<file path="src/rtl/seg7_pkg.sv">
// Shared 7-segment definitions for the display encoder and the receive-side decoder.
// Segment order is {a,b,c,d,e,f,g}, active-low (0 = lit).
package seg7_pkg;

    typedef logic [6:0] seg7_t;

    typedef enum logic {
        WAIT_STABLE = 1'b0,
        LOCKED      = 1'b1
    } rx_state_e;

    localparam seg7_t SEG7_BLANK = 7'b1111111;

    localparam seg7_t SEG7_GLYPH [16] = '{
        7'b0000001, 7'b1001111, 7'b0010010, 7'b0000110,
        7'b1001100, 7'b0100100, 7'b0100000, 7'b0001111,
        7'b0000000, 7'b0000100, 7'b0001000, 7'b1100000,
        7'b0110001, 7'b1000010, 7'b0110000, 7'b0111000
    };

endpackage

</file>
<file path="src/rtl/seg7_glyph_decode.sv">
// Combinational inverse of the hex-to-segment encoder.
// The legal flag marks the 16 hex glyphs, and blank marks the all-unlit pattern.
module seg7_glyph_decode
    import seg7_pkg::*;
(
    input  seg7_t       seg,
    output logic        legal,
    output logic        blank,
    output logic [3:0]  value
);

    always_comb begin
        legal = 1'b0;
        value = '0;
        blank = (seg == SEG7_BLANK);
        for (int unsigned i = 0; i < 16; i++) begin
            if (seg == SEG7_GLYPH[i]) begin
                legal = 1'b1;
                value = i[3:0];
            end
        end
    end

endmodule

</file>
<file path="src/rtl/seg7_rx_decoder.sv">
// Snoops a two-digit multiplexed 7-segment bus and recovers the hex value on each digit.
// Each pattern is accepted once, after it has been stable for STABLE_CYCLES synchronized cycles.
module seg7_rx_decoder
    import seg7_pkg::*;
#(
    parameter int unsigned SYNC_STAGES   = 2,
    parameter int unsigned STABLE_CYCLES = 16
) (
    input  logic        clk,
    input  logic        rst_n,
    input  logic [6:0]  seg_in,
    input  logic        dig_sel_in,
    output logic [3:0]  digit0,
    output logic [3:0]  digit1,
    output logic [1:0]  present,
    output logic        digit_valid,
    output logic        digit_err,
    output logic        digit_idx,
    output logic [3:0]  digit_val
);

    // The accept fires on the cycle that completes the run, so compare against STABLE_CYCLES-2.
    localparam logic [15:0] CNT_LAST = 16'(STABLE_CYCLES - 2);

    logic [1:0]  rst_pipe;
    logic        run;
    logic [7:0]  sync_q [SYNC_STAGES];
    logic [7:0]  samp;
    logic [7:0]  samp_q;
    logic        chg;
    rx_state_e   state, state_d;
    logic [15:0] cnt, cnt_d;
    logic        accept;
    logic        g_legal, g_blank;
    logic [3:0]  g_value;

    always_ff @(posedge clk or negedge rst_n) begin
        if (!rst_n) rst_pipe <= '0;
        else        rst_pipe <= {rst_pipe[0], 1'b1};
    end

    assign run = rst_pipe[1];

    always_ff @(posedge clk or negedge rst_n) begin
        if (!rst_n) begin
            for (int unsigned i = 0; i < SYNC_STAGES; i++) sync_q[i] <= '1;
            samp_q <= '1;
        end else if (run) begin
            sync_q[0] <= {dig_sel_in, seg_in};
            for (int unsigned i = 1; i < SYNC_STAGES; i++) sync_q[i] <= sync_q[i-1];
            samp_q <= samp;
        end
    end

    assign samp = sync_q[SYNC_STAGES-1];
    assign chg  = (samp != samp_q);

    always_ff @(posedge clk or negedge rst_n) begin
        if (!rst_n) begin
            state <= WAIT_STABLE;
            cnt   <= '0;
        end else if (run) begin
            state <= state_d;
            cnt   <= cnt_d;
        end
    end

    always_comb begin
        state_d = state;
        cnt_d   = cnt;
        case (state)
            WAIT_STABLE: begin
                if (chg)                  cnt_d   = '0;
                else if (cnt == CNT_LAST) state_d = LOCKED;
                else                      cnt_d   = cnt + 16'd1;
            end
            LOCKED: begin
                if (chg) begin
                    state_d = WAIT_STABLE;
                    cnt_d   = '0;
                end
            end
            default: begin
                state_d = WAIT_STABLE;
                cnt_d   = '0;
            end
        endcase
    end

    always_comb begin
        accept = (state == WAIT_STABLE) && !chg && (cnt == CNT_LAST);
    end

    seg7_glyph_decode u_decode (
        .seg   (samp[6:0]),
        .legal (g_legal),
        .blank (g_blank),
        .value (g_value)
    );

    always_ff @(posedge clk or negedge rst_n) begin
        if (!rst_n) begin
            digit0      <= '0;
            digit1      <= '0;
            present     <= '0;
            digit_valid <= 1'b0;
            digit_err   <= 1'b0;
            digit_idx   <= 1'b0;
            digit_val   <= '0;
        end else if (run) begin
            digit_valid <= 1'b0;
            digit_err   <= 1'b0;
            if (accept) begin
                if (g_legal) begin
                    digit_valid      <= 1'b1;
                    digit_val        <= g_value;
                    digit_idx        <= samp[7];
                    present[samp[7]] <= 1'b1;
                    if (samp[7]) digit1 <= g_value;
                    else         digit0 <= g_value;
                end else if (g_blank) begin
                    present[samp[7]] <= 1'b0;
                end else begin
                    digit_err        <= 1'b1;
                    digit_val        <= '0;
                    digit_idx        <= samp[7];
                    present[samp[7]] <= 1'b0;
                end
            end
        end
    end

endmodule
</file>
<file path="config.mk">
export PLATFORM = sky130hd
export DESIGN_NAME = seg7_rx_decoder
export DESIGN_NICKNAME = d
export VERILOG_FILES = /design/src/rtl/seg7_pkg.sv /design/src/rtl/seg7_glyph_decode.sv /design/src/rtl/seg7_rx_decoder.sv
export SDC_FILE = /design/constraint.sdc
export NUM_CORES = 1
export LEC_CHECK = 0
export ABC_AREA = 1
export BUFFER_PORTS_ARGS = -buffer_cell sky130_fd_sc_hd__buf_2
export CAP_MARGIN = 30
export CORE_ASPECT_RATIO = 0.8
export CORE_MARGIN = 2
export CORE_UTILIZATION = 45
export CTS_BUF_LIST = sky130_fd_sc_hd__clkbuf_16
export DETAILED_ROUTE_END_ITERATION = 10
export PLACE_DENSITY = 0.65
export SLEW_MARGIN = 20
export SYNTH_ARGS = -nofsm -noshare
export SYNTH_HDL_FRONTEND = slang
export SYNTH_SLANG_ARGS = --single-unit
</file>
<file path="constraint.sdc">
create_clock -name clk -period 1.8 [get_ports clk]
set_clock_uncertainty 0.2 [all_clocks]
set_input_delay 0.18 -clock clk [delete_from_list [all_inputs] [get_ports clk]]
set_output_delay 0.18 -clock clk [all_outputs]
set_load 0.005 [all_outputs]
</file>
==> results.json <==
{
  "design.core.area_um2": 7287,
  "drc": 0,
  "synth_area_um2": 3347,
  "clk_latency_ps": 320,
  "synthCells": 446,
  "syn_avg_cell_area_um2": 7.504,
  "grt_pass1_vias": 2776,
  "hold_path.class": "reg -> reg",
  "hold_viol_final": 0,
  "rsz0062_at_grt": "yes",
  "grt_overflow": 0,
  "setup_viol": 34,
  "arrival_ps": 2030,
  "fp-row-count": 28,
  "p_per_area_nw_per_um2": 796.7,
  "pin_count": 27,
  "clkSinkCount": 60,
  "ys_types": 34,
  "drive_gt1_share_pct": 37.68,
  "crit_type": "reg -> reg",
  "place_area_um2": 3968,
  "yosys_warnings": 0,
  "htreeDepth": 3,
  "synth_seq_area_share_pct": 45.76,
  "detailroute.via_count": 3122,
  "dieArea_um2": 8148,
  "maxCapViolCount": 0,
  "io_buffer_count": 26,
  "clkSlewWorstSetupHoldPaths_ps": 50,
  "dr.pass1.iters": 4,
  "finalMaxSlewViolations": 0,
  "die_y_um": 81.14,
  "synth_top_cell_area_share_pct": 26.92,
  "stdcell_count": 642,
  "grt_usage_pct": 20.58,
  "crit_required_ps": 1810,
  "drtIter0Drc": 190,
  "gp_congestion": 0.9160,
  "routedWlPerCell_um": 12.58,
  "syn_nets": 458,
  "cts_root_buffer": "clkbuf_16",
  "n_fill_cell": 596,
  "antenna_found_initial": 0,
  "wl_um": 8077,
  "clock_path_buffers": 2,
  "crit_fanout": 6,
  "avgViaCountPerCell": 4.863,
  "seq_area_um2": 1531,
  "grt_pass1_wl_um": 13140,
  "fin_crit_sh_pct": 112.2,
  "post-dp-hpwl_um": 5355,
  "fin_ws_ps": -220.2,
  "multi_input_area_um2": 1724,
  "cts_tree": "built",
  "finalPower_uw": 3708,
  "area_delta_synth_final_pct": 39.07,
  "status": "finished, violations left",
  "yosysTopAreaCell": "dfrtp_1",
  "dieWidth_um": 100.4,
  "grt_max_degree": 61,
  "period_needed_ps": 2020,
  "numCtsBuffers": 9,
  "end_kind": "register",
  "peakVddDrop_mv": 0.6111,
  "dp_cells": 606,
  "start_kind": "register",
  "power.static_leakage_uw": 0.002309,
  "violations": "negative setup slack",
  "max_freq_ghz": 0.4950,
  "start_util_pct": 45.93,
  "ys_ff_latch": 60,
  "final_area_um2": 4654,
  "ant_nets": 0,
  "fin_nets": 559,
  "ys_top_cells_by_area": "dfrtp_1, dfstp_2, nand2_1",
  "num_antenna_cells": 0
}
## worst max-delay path: stages, from the launching register on
cell and delay (ps):
dfstp_2 570, inv_2 60, nand2_1 50, nand4_1 150
nor2_2 180, nand2_2 100, inv_2 80, o21ai_2 70
nand2_4 140, buf_12 140, buf_16 120, o21ai_2 50
## power breakdown
| part | total [uW] | internal (uW) | switching (uW) |
|---|---|---|---|
| registers | 1520 | 1460 | 58.2 |
| clock network | 1640 | 1050 | 591 |
| logic | 547 | 238 | 309 |
| total | 3710 | 2750 | 958 |
## registers in the layout, indices dropped and copies added (netlist names), 2 cells and up, named ones only
| register | flops |
|---|---|
| digit_val | 4 |
| digit1 | 4 |
| cnt | 16 |
| samp_q | 8 |
| samp | 8 |
| rst_pipe | 2 |
| digit0 | 4 |
| sync_q | 8 |
## stage by stage
| step | worst slack (ps) | hold slack, ps | util [%] | setup TNS (ps) |
|---|---|---|---|---|
| after global routing | -322.9 | 152.1 | 63.87 | -8951 |
| final | -220.2 | 143.3 | 63.87 | -5461 |
| after global placement | -149.5 | 10.03 | 54.45 | -3004 |
| after detailed placement | -190.9 | 15.80 | 54.45 | -4265 |
| after floorplan | 14.30 | -315.6 | - | 0 |
| after CTS | -198.2 | 146.2 | 61.37 | -5472 |
## layout make-up
type,count,share of cell area [%]
Timing Repair Buffer,105,18.06
Clock inverter,7,1.290
Sequential cell,60,32.90
Multi-Input combinational cell,329,37.04
Clock buffer,9,4.839
Inverter,42,3.441
Tap cell,90,2.419
## path summary, 6_finish.rpt
check                                  from     endpoint  slack, ps  cells after the start
worst min-delay path            rst_pipe[0]  rst_pipe[1]        140                      0
max in group asynchronous             rst_n   sync_q[12]        900                      3
worst max register to register      samp[3]       cnt[9]       -220                     11
worst max-delay path                samp[3]       cnt[9]       -220                     11
worst min register to register  rst_pipe[0]  rst_pipe[1]        140                      0
min in group asynchronous             rst_n       cnt[2]        200                      3
## logic make-up (layout without fill, tap and decap cells)
family,after synthesis,count (layout),synth area share (%)
AOI/OAI and AO/OA,42,42,6.767
xor gates and xnor gates,13,13,3.402
adders and majority gates,2,2,0.7475
buffers and inverters,57,163,7.775
DFF,60,60,45.76
other,1,1,0.1120
and+or+nand+nor,271,271,35.44
## cells in the final DEF (no fill, tap or decap), drive strengths merged, types with 2 or more instances in the layout
cell type	count
buf	95
clkbuf	10
clkinv	5
dfrtp	36
dfstp	24
dlygate4sd3	9
ha	2
inv	42
nand2	167
nand3	24
nand4	13
nor2	61
nor3	5
o21ai	39
xnor2	5
xor2	8
## layer usage
metal	track usage, %	part of all wire [%]
met1	29.04	49
met2	32.08	46
met3	4.217	4.4
met4	6.164	0.97
met5	0	0
## cell usage after synthesis (all sizes together)
cell type and number:
clkbuf 3, o21ai 39, dfstp 24, dfrtp 36, nor2 61, o21a 1, nand4 13, nand3b 1
xor2 8, xnor2 5, inv 41, nand3 24, nor3 5, o211ai 1, a21oi 1, buf 12
nand2 167, ha 2, clkinv 1, conb 1
## repair_timing
action / CTS / global route
pin swaps: 13 / 9
setup buffers: 6 / 3
gates cloned: 1 / 1
setup endpoints to repair: 34 / 34
resized for setup: 19 / 40
hold endpoints to repair: 68 / 0
hold buffers: 9 / 0
Note: power is estimated with default switching activity, not from simulation.
